$ cat config.mk
export PLATFORM = sky130hd
export DESIGN_NAME = multi_timer
export DESIGN_NICKNAME = d
export VERILOG_FILES = /design/src/rtl/multi_timer.sv
export SDC_FILE = /design/constraint.sdc
export NUM_CORES = 1
export LEC_CHECK = 0
export CORE_MARGIN = 2
export CORE_UTILIZATION = 35
export CTS_CLUSTER_DIAMETER = 100
export DETAILED_ROUTE_END_ITERATION = 12
export GPL_ROUTABILITY_DRIVEN = 0
export SYNTH_ARGS = -nofsm -noshare
export SYNTH_HDL_FRONTEND = slang
export SYNTH_SLANG_ARGS = --single-unit
$ cat constraint.sdc
create_clock -name clk_i -period 30.1 [get_ports clk_i]
set_input_delay 4.515 -clock clk_i [delete_from_list [all_inputs] [get_ports clk_i]]
set_output_delay 4.515 -clock clk_i [all_outputs]
set_load 0.01 [all_outputs]
$ cat src/rtl/multi_timer.sv
// Multi-channel memory-mapped timer. Each channel has a prescaler, a tick
// counter, free-running/one-shot modes and a sticky pending flag; pending
// flags gated by their enables are OR-ed into one registered interrupt.
module multi_timer #(
    parameter int unsigned N_CH      = 4,
    parameter int unsigned CNT_W     = 32,
    parameter logic [31:0] BASE_ADDR = 32'hFFFF_F200
) (
    input  logic        clk_i,
    input  logic        rst_i,
    input  logic        we_i,
    input  logic [31:0] addr_i,
    input  logic [31:0] data_i,
    output logic [31:0] data_o,
    output logic        irq_o
);

    localparam logic [1:0] REG_CTRL   = 2'd0;
    localparam logic [1:0] REG_PERIOD = 2'd1;
    localparam logic [1:0] REG_COUNT  = 2'd2;
    localparam logic [1:0] REG_STATUS = 2'd3;

    logic             hit;
    logic [1:0]       reg_sel;
    logic [N_CH-1:0]  ch_sel;
    logic [N_CH-1:0]  wr_ch;
    logic [N_CH-1:0]  tick;

    logic [N_CH-1:0]  en_q, en_d;
    logic [N_CH-1:0]  oneshot_q, oneshot_d;
    logic [N_CH-1:0]  ie_q, ie_d;
    logic [N_CH-1:0]  pend_q, pend_d;
    logic [CNT_W-1:0] period_q [N_CH];
    logic [CNT_W-1:0] period_d [N_CH];
    logic [CNT_W-1:0] count_q  [N_CH];
    logic [CNT_W-1:0] count_d  [N_CH];
    logic [CNT_W-1:0] presc_q  [N_CH];
    logic [CNT_W-1:0] presc_d  [N_CH];

    logic [31:0]      rdata;
    logic             irq_d;
    logic             unused_bits;

    // Byte-lane bits and write data above CNT_W carry no meaning here.
    assign unused_bits = ^{addr_i[1:0], data_i};

    assign hit     = (addr_i[31:8] == BASE_ADDR[31:8]) && (32'(addr_i[7:4]) < N_CH);
    assign reg_sel = addr_i[3:2];

    // Channel select, write strobes and tick detection per channel.
    always_comb begin
        ch_sel = '0;
        wr_ch  = '0;
        tick   = '0;
        for (int c = 0; c < N_CH; c++) begin
            ch_sel[c] = hit && (addr_i[7:4] == 4'(c));
            wr_ch[c]  = we_i && ch_sel[c];
            // A PERIOD write restarts the prescaler and swallows a coincident tick.
            tick[c]   = en_q[c] && !(presc_q[c] < period_q[c]) &&
                        !(wr_ch[c] && (reg_sel == REG_PERIOD));
        end
    end

    // Next-state for every channel: status clear, counting, then bus writes win.
    always_comb begin
        en_d      = en_q;
        oneshot_d = oneshot_q;
        ie_d      = ie_q;
        pend_d    = pend_q;
        for (int c = 0; c < N_CH; c++) begin
            period_d[c] = period_q[c];
            count_d[c]  = count_q[c];
            presc_d[c]  = presc_q[c];

            if (wr_ch[c] && (reg_sel == REG_STATUS) && data_i[0]) begin
                pend_d[c] = 1'b0;
            end

            if (en_q[c] && (presc_q[c] < period_q[c])) begin
                presc_d[c] = presc_q[c] + CNT_W'(1);
            end

            if (tick[c]) begin
                presc_d[c] = '0;
                count_d[c] = count_q[c] + CNT_W'(1);
                pend_d[c]  = 1'b1;
                if (oneshot_q[c]) begin
                    en_d[c] = 1'b0;
                end
            end

            if (wr_ch[c]) begin
                unique case (reg_sel)
                    REG_CTRL: begin
                        en_d[c]      = data_i[0];
                        oneshot_d[c] = data_i[1];
                        ie_d[c]      = data_i[2];
                    end
                    REG_PERIOD: begin
                        period_d[c] = data_i[CNT_W-1:0];
                        presc_d[c]  = '0;
                    end
                    REG_COUNT: begin
                        count_d[c] = data_i[CNT_W-1:0];
                    end
                    REG_STATUS: begin
                    end
                    default: begin
                    end
                endcase
            end
        end
    end

    // Read mux for the currently addressed register; misses read as zero.
    always_comb begin
        rdata = '0;
        for (int c = 0; c < N_CH; c++) begin
            if (ch_sel[c]) begin
                unique case (reg_sel)
                    REG_CTRL:   rdata[2:0] = {ie_q[c], oneshot_q[c], en_q[c]};
                    REG_PERIOD: rdata[CNT_W-1:0] = period_q[c];
                    REG_COUNT:  rdata[CNT_W-1:0] = count_q[c];
                    REG_STATUS: rdata[0] = pend_q[c];
                    default:    rdata = '0;
                endcase
            end
        end
    end

    // Combined interrupt request before registering.
    always_comb begin
        irq_d = |(pend_q & ie_q);
    end

    // Channel state registers.
    always_ff @(posedge clk_i or posedge rst_i) begin
        if (rst_i) begin
            en_q      <= '0;
            oneshot_q <= '0;
            ie_q      <= '0;
            pend_q    <= '0;
            for (int c = 0; c < N_CH; c++) begin
                period_q[c] <= '0;
                count_q[c]  <= '0;
                presc_q[c]  <= '0;
            end
        end else begin
            en_q      <= en_d;
            oneshot_q <= oneshot_d;
            ie_q      <= ie_d;
            pend_q    <= pend_d;
            for (int c = 0; c < N_CH; c++) begin
                period_q[c] <= period_d[c];
                count_q[c]  <= count_d[c];
                presc_q[c]  <= presc_d[c];
            end
        end
    end

    // Registered read data and interrupt outputs.
    always_ff @(posedge clk_i or posedge rst_i) begin
        if (rst_i) begin
            data_o <= '0;
            irq_o  <= 1'b0;
        end else begin
            data_o <= rdata;
            irq_o  <= irq_d;
        end
    end

endmodule

Word level (Yosys, flattened, before mapping). Index checks and enable logic that the tools add are counted.

Bits in registers: 433. Output and inout bits: 33. Bits of input ports: 67.

Mux-type cells: 68. Bitwise logic cells: 1. $lt $le $gt $ge: 5. Add/sub/neg operators: 8. Equality and inequality tests: 7. Reductions and logical operators: 56.

Operator list (count): $mux W32 (32); $add A32 B1 Y32 const B (8); $pmux W29 S2 (4); $lt A32 B32 Y1 (4); $logic_and A1 B1 Y1 (33); $eq A24 B24 Y1 const B (1); $mux W1 (24); $pmux W2 S3 (4); $pmux W1 S4 (4); $reduce_and A2 Y1 (8); $eq A4 B2 Y1 const B (2); $logic_not A1 Y1 (8); $reduce_bool A2 Y1 (4); $and A4 B4 Y4 (1); $eq A2 B2 Y1 const B (2); $eq A4 B1 Y1 const B (1); $logic_not A4 Y1 (1); $lt A4 B3 Y1 const B (1); $reduce_or A4 Y1 (1); $eq A2 B1 Y1 const B (1); $logic_not A2 Y1 (1).

Logic depth before layout (Yosys ltp). Gate-level depths: netlist of run 1.

Word-level depth: 10. Depth in mapped cells: 12. Depth with buffers taken out: 10.

Worst setup path before layout of run 1. No wires, ideal clock.

Path kind: input-to-reg. Start point: input port addr_i[8]. End point: register data_o[12]. Buffers on the path: 3. Data arrival time: 6682 ps. Cell stages on the path: 9. Path slack: 23299 ps. Cells stage by stage: or4b_1 or4_1 buf_2 or3_1 buf_2 buf_6 a221oi_1 o22ai_1 and2_1.

Word-level cells in the longest chain between the ends: 10.

Ends and longest elaborated chain: from (decl) (RTL line 12) `input logic [31:0] addr_i,`; $eq A24 B24 Y1 (*) (RTL line 47) `assign hit = (addr_i[31:8] == BASE_ADDR[31:8]) && (32'(addr_i[7:4]) < N_CH);`; $logic_and A1 B1 Y1 (*) (RTL line 47); $logic_and A1 B1 Y1 (RTL line 56) `ch_sel[c] = hit && (addr_i[7:4] == 4'(c));`; $mux W32 (RTL line 119) `if (ch_sel[c]) begin`; $pmux W29 S2 (RTL line 120) `unique case (reg_sel)`; $mux W32 (RTL line 119); $pmux W29 S2 (RTL line 120); $mux W32 (RTL line 119); $pmux W29 S2 (RTL line 120); $mux W32 (*) (RTL line 119); net rdata[12] (RTL line 40) `logic [31:0] rdata;`; to (signal assigned) (RTL line 167) `data_o <= rdata;`; to (decl) (RTL line 14) `output logic [31:0] data_o,`.

The timed path passes the listed nets; every way through them passes the cells marked *. A chain may end at the register's enable or synchronous reset.

==> impl_metrics.ini, run 1 <==
[routing]
wl_per_cell_um = 20.35
remaining_drc_errors = 0
drt_wl_total_mm = 77.40
vias_per_cell = 5.438
vias = 20682
drtIter0Drc = 1676
postRouteAntennaNets = 0
first_pass_iters = 6

[cts]
cts.clk_slew.worst_paths_ps = 60
cts_setup_buffers = 0
cts_tree = yes
clock_path_buffers = 3
clkLatencyLatePin_ps = 630
cts_made_buffers = 50
cts_resized = 0
cts-root-buf = clkbuf_16
holdBufCountCts = 0
htree_levels = 2
clock-sinks = 433

[timing]
period_share = 0.2573
fin_tns_setup_ps = 0
maxClockFrequency_mhz = 129.1
slew_headroom = 0.2358
slew_viol_final = 0
finalCriticalPeriod_ps = 7745
setup_viol = 0
rsz0062_at_grt = no
finalHoldViolations = 0
worst_pin_slew_ps = 1143
clock_skew_ps = 39.46

[outcome]
outcome = finished clean

[floorplanning]
coreArea_um2 = 71610
ioPinCount = 100
dieWidth_um = 273.4
die_height_um = 273.4
row_count = 98
start_util = 0.3547
die-area_um2 = 74740

[yosys]
post_synth.cell_area_avg_um2 = 9.068
synth_area_um2 = 25400
yosysSeqAreaShare = 0.4266
synth_cells = 2801
async_reset_ff_frac = 1.000
synthFlopType = dfrtp_1
ys_ff_latch = 433
ys_warn_count = 0
syn_nets = 3005
yosysUniqueCellTypes = 70
synth_edf_count = 0

[layout]
drive_gt1_frac = 0.08494
nets = 3012
design_area_um2 = 29040
layout_commonest_cell = dfrtp_1
final_util = 0.4056
fin_cells = 3803
area_delta_synth_final_pct = 14.35
mostFrequentLayoutCells = dfrtp_1, nand2_1, nor2_1, o21ai_0, inv_1
n_fill_cell = 7121

[global_routing]
antenna_found_initial = 6
grt_overflow = 0
grt_usage = 0.2063
grt_first_pass_wirelength_mm = 120.1
grt_pass1_vias = 20062
grt_max_degree = 110

[worst_setup_path]
regToRegSetupSlack_ps = 26410
endpoint_kind = flip-flop
crit_arrival_ps = 8210
crit_path_cell_trace = clkdlybuf4s50_1 > inv_1 > ha_4 > nand2_1 > nor2_1 > nand4_1 > buf_4 > nand2_1 > nor2_1 > nand4_1 > xor2_1 > o21ai_0
cp_max_fo = 36
crit_required_ps = 30560
startpoint_type = input port
critPathSlowestCell = nor2_1
cp.buffers_inverters = 3
cp_top_family = simple AND/OR/NAND/NOR gates
slowest_delay_ps = 880
path_class = in -> reg

[placed_design]
placed_area_um2 = 27190
place_hpwl_mm = 54.76
dp.cells = 3706
portBuffers = 97

[pwr]
power_density_nw_per_um2 = 45.28
cellLeakagePower_nw = 12.06
peakVddDrop_mv = 0.03846

[flow_run]
drv_cap = 0

[worst_hold_path]
hold_path_class = reg -> reg
==> worst reg2reg max path: stages, from the launching register on <==
cell       delay [ps]
dfrtp_1           450
inv_1             100
ha_1              300
nand4_1           140
or4_1             580
nor2_1            280
o21ai_4           290
buf_4             340
a2111oi_4         630
a21boi_0          170
o31a_1            300
==> per-layer routing <==
metal	wire, um	vias up	track usage
met3	5163	116	0.03728
met5	0	-	0
met1	35180	10042	0.2908
li1	-	9892	-
met2	33980	632	0.3140
met4	3066	0	0.07880
==> final timing paths <==
kind | startpoint | cells past startpoint | to
max | addr_i[3] | 12 | count_q[95]
min | period_q[32] | 2 | period_q[32]
max reg2reg | period_q[127] | 10 | count_q[126]
min reg2reg | period_q[32] | 2 | period_q[32]
max in group asynchronous | rst_i | 4 | presc_q[92]
min in group asynchronous | rst_i | 2 | presc_q[2]
==> cells in the mapped netlist, drive strengths merged (95+ instances only) <==
library cell	number	share of area
a21oi	119	0.023
nor2	238	0.036
dfrtp	433	0.43
clkbuf	139	0.021
inv	160	0.024
o21ai	198	0.039
ha	137	0.067
xor2	95	0.033
nand2	296	0.044
nand3	114	0.022
xnor2	132	0.046
a22oi	95	0.028
==> power breakdown <==
group	leakage [nW]	internal, mW	switching [mW]
Sequential	5.36	0.582	0.000000542
Combinational	5.81	0.0112	0.0342
Clock	0.893	0.419	0.268
Total	12.1	1.01	0.302
==> sequential cells by signal, summed over array words and instances, names as in the netlist <==
register / cells
count_q: 128
period_q: 128
presc_q: 128
data_o: 32
en_q: 4
ie_q: 4
oneshot_q: 4
pend_q: 4
irq_o: 1
==> through the flow <==
step           worst slack (ps)  hold slack, ps  power (mW)
2_1_floorplan             13530           463.9      0.6161
5_1_grt                   22110           556.8       1.354
3_5_place_dp              21730           525.2      0.6386
6_report                  22360           536.6       1.315
4_1_cts                   22380           537.8       1.326
3_3_place_gp              21770           513.6      0.6387
==> layout make-up <==
class                           count  area (um2)  area share
Antenna cell                        4       10.01   0.0003447
Clock buffer                       61        1373     0.04726
Clock inverter                     32       471.7     0.01624
Inverter                          160       608.1     0.02094
Multi-Input combinational cell   2031       13320      0.4587
Sequential cell                   433       10840      0.3731
Tap cell                          950        1189     0.04093
Timing Repair Buffer              132        1234     0.04248
==> cells by family (layout without fill, tap and decap cells) <==
group,Yosys count,count (layout),synth area share
muxes,79,79,0.03567
DFF,433,433,0.4266
xor gates and xnor gates,227,227,0.07828
AOI/OAI and AO/OA,576,576,0.1443
adders and majority gates,137,137,0.06749
buffers and inverters,337,385,0.05291
and+or+nand+nor,1012,1012,0.1947
other,0,4,0
Note: power is estimated with default switching activity, not from simulation.
==> run 2, diff against run 1 <==
- clock period: 30.1 -> 6.6 ns (I/O delays scaled with it)
==> impl_metrics.ini, run 2 (synthesized netlist as in run 1, its figures left out) <==
[outcome]
outcome = finished clean

[pwr]
p_total_mw = 5.667
cellLeakagePower_nw = 12.00
power_density_nw_per_um2 = 196.4
peakVddDrop_mv = 0.1804

[global_routing]
grt_overflow = 0
grt_first_pass_wirelength_mm = 121.3
grt_pass1_vias = 19944
grt_max_degree = 171
grt_usage = 0.2089
antenna_found_initial = 6

[worst_setup_path]
startpoint_type = input port
reg2reg_from = period_q[127]
crit_required_ps = 7030
endpoint_kind = flip-flop
path_class = in -> reg
crit_arrival_ps = 4470
critPathLaunch = addr_i[8]
cp_max_fo = 32

[timing]
setup_viol = 0
slew_headroom = 0.2045
fin_tns_setup_ps = 0
maxClockFrequency_mhz = 247.4
rsz0062_at_grt = no
finalCriticalPeriod_ps = 4042
period_share = 0.6125
slew_viol_final = 0
finalHoldWorstSlack_ps = 538.6
clock_skew_ps = 31.70
finalHoldViolations = 0
worst_pin_slew_ps = 1189

[routing]
drtIter0Drc = 1737
vias_per_cell = 5.465
wl_per_cell_um = 20.61
first_pass_iters = 8
postRouteAntennaNets = 0
remaining_drc_errors = 0
drt_wl_total_mm = 78.28
vias = 20763

[floorplanning]
coreArea_um2 = 71610
die-area_um2 = 74740
dieWidth_um = 273.4
row_count = 98
ioPinCount = 100
die_height_um = 273.4
start_util = 0.3547

[cts]
holdBufCountCts = 0
clkLatencyLatePin_ps = 620
cts.clk_slew.worst_paths_ps = 60
clock-sinks = 433
cts-root-buf = clkbuf_16
htree_levels = 2
cts_made_buffers = 49
cts_resized = 0
cts_tree = yes
clock_path_buffers = 3
cts_setup_buffers = 0

[layout]
drive_gt1_frac = 0.08327
area_delta_synth_final_pct = 13.63
reg_top3 = count_q (128), period_q (128), presc_q (128)
nets = 3011
layout_commonest_cell = dfrtp_1
mostFrequentLayoutCells = dfrtp_1, nand2_1, nor2_1, o21ai_0, inv_1
n_fill_cell = 7137

[placed_design]
portBuffers = 97
place_hpwl_mm = 55.27

[worst_hold_path]
hold_path_startpoint = period_q[76]
hold_path_class = reg -> reg

[flow_run]
drv_cap = 0
## run 2: changes by cell type in the layout (fill, tap and decap cells not counted), moves of 2 or more
| cell | change |
|---|---|
| clkbuf_1 | +2 |
| buf_4 | -2 |
| buf_12 | +2 |
| clkinvlp_4 | -6 |
| bufinv_16 | -8 |
| clkinv_2 | +5 |
| clkbuf_8 | +5 |
## run 2: worst paths after layout
path	endpoint	cells after the start	slack, ps
max	presc_q[9]	7	2560
min	period_q[76]	1	540
max reg2reg	count_q[126]	10	2910
min reg2reg	period_q[76]	1	540
max in group asynchronous	ie_q[1]	4	4200
min in group asynchronous	presc_q[82]	2	870
## run 2: where the power goes
group | switching (mW) | internal, mW
combinational | 0.155 | 0.0523
clock | 1.18 | 1.63
sequential | 0.00000252 | 2.65
## run 2: final cells by class
type                            instances  area (um2)  area share
Clock inverter                         23       220.2    0.007630
Antenna cell                            3       7.507   0.0002601
Clock buffer                           67        1424     0.04934
Timing Repair Buffer                  132        1259     0.04361
Inverter                              160       604.3     0.02094
Multi-Input combinational cell       2031       13320      0.4616
Sequential cell                       433       10840      0.3754
Tap cell                              950        1189     0.04119
## run 2: per-layer routing
metal,share of wire,track usage,up-vias,wire length [um]
met5,0,0,-,0
met4,0.038,0.08125,0,2967
met3,0.060,0.03070,129,4719
met2,0.44,0.3169,617,34450
met1,0.46,0.2991,10105,36150
li1,-,-,9912,-
## run 2: through the flow
step / cell area (um2) / util / setup slack, ps / std cells
final: 28860 / 0.4030 / 2558 / 3799
after global routing: 28860 / 0.4030 / 2279 / 3799
after CTS: 28850 / 0.4029 / 2515 / 3796
after detailed placement: 27210 / 0.3800 / 1909 / 3706
after global placement: 27210 / 0.3800 / 1935 / 3706
after floorplan: 25400 / - / -237.3 / 2801
## run 2: worst max-delay path, stage by stage
cell and delay [ps]:
clkdlybuf4s50_1 390, or4b_1 560, nor4_2 300, nand3_1 450, or3_1 700, nand2_1 930, nor2_1 120
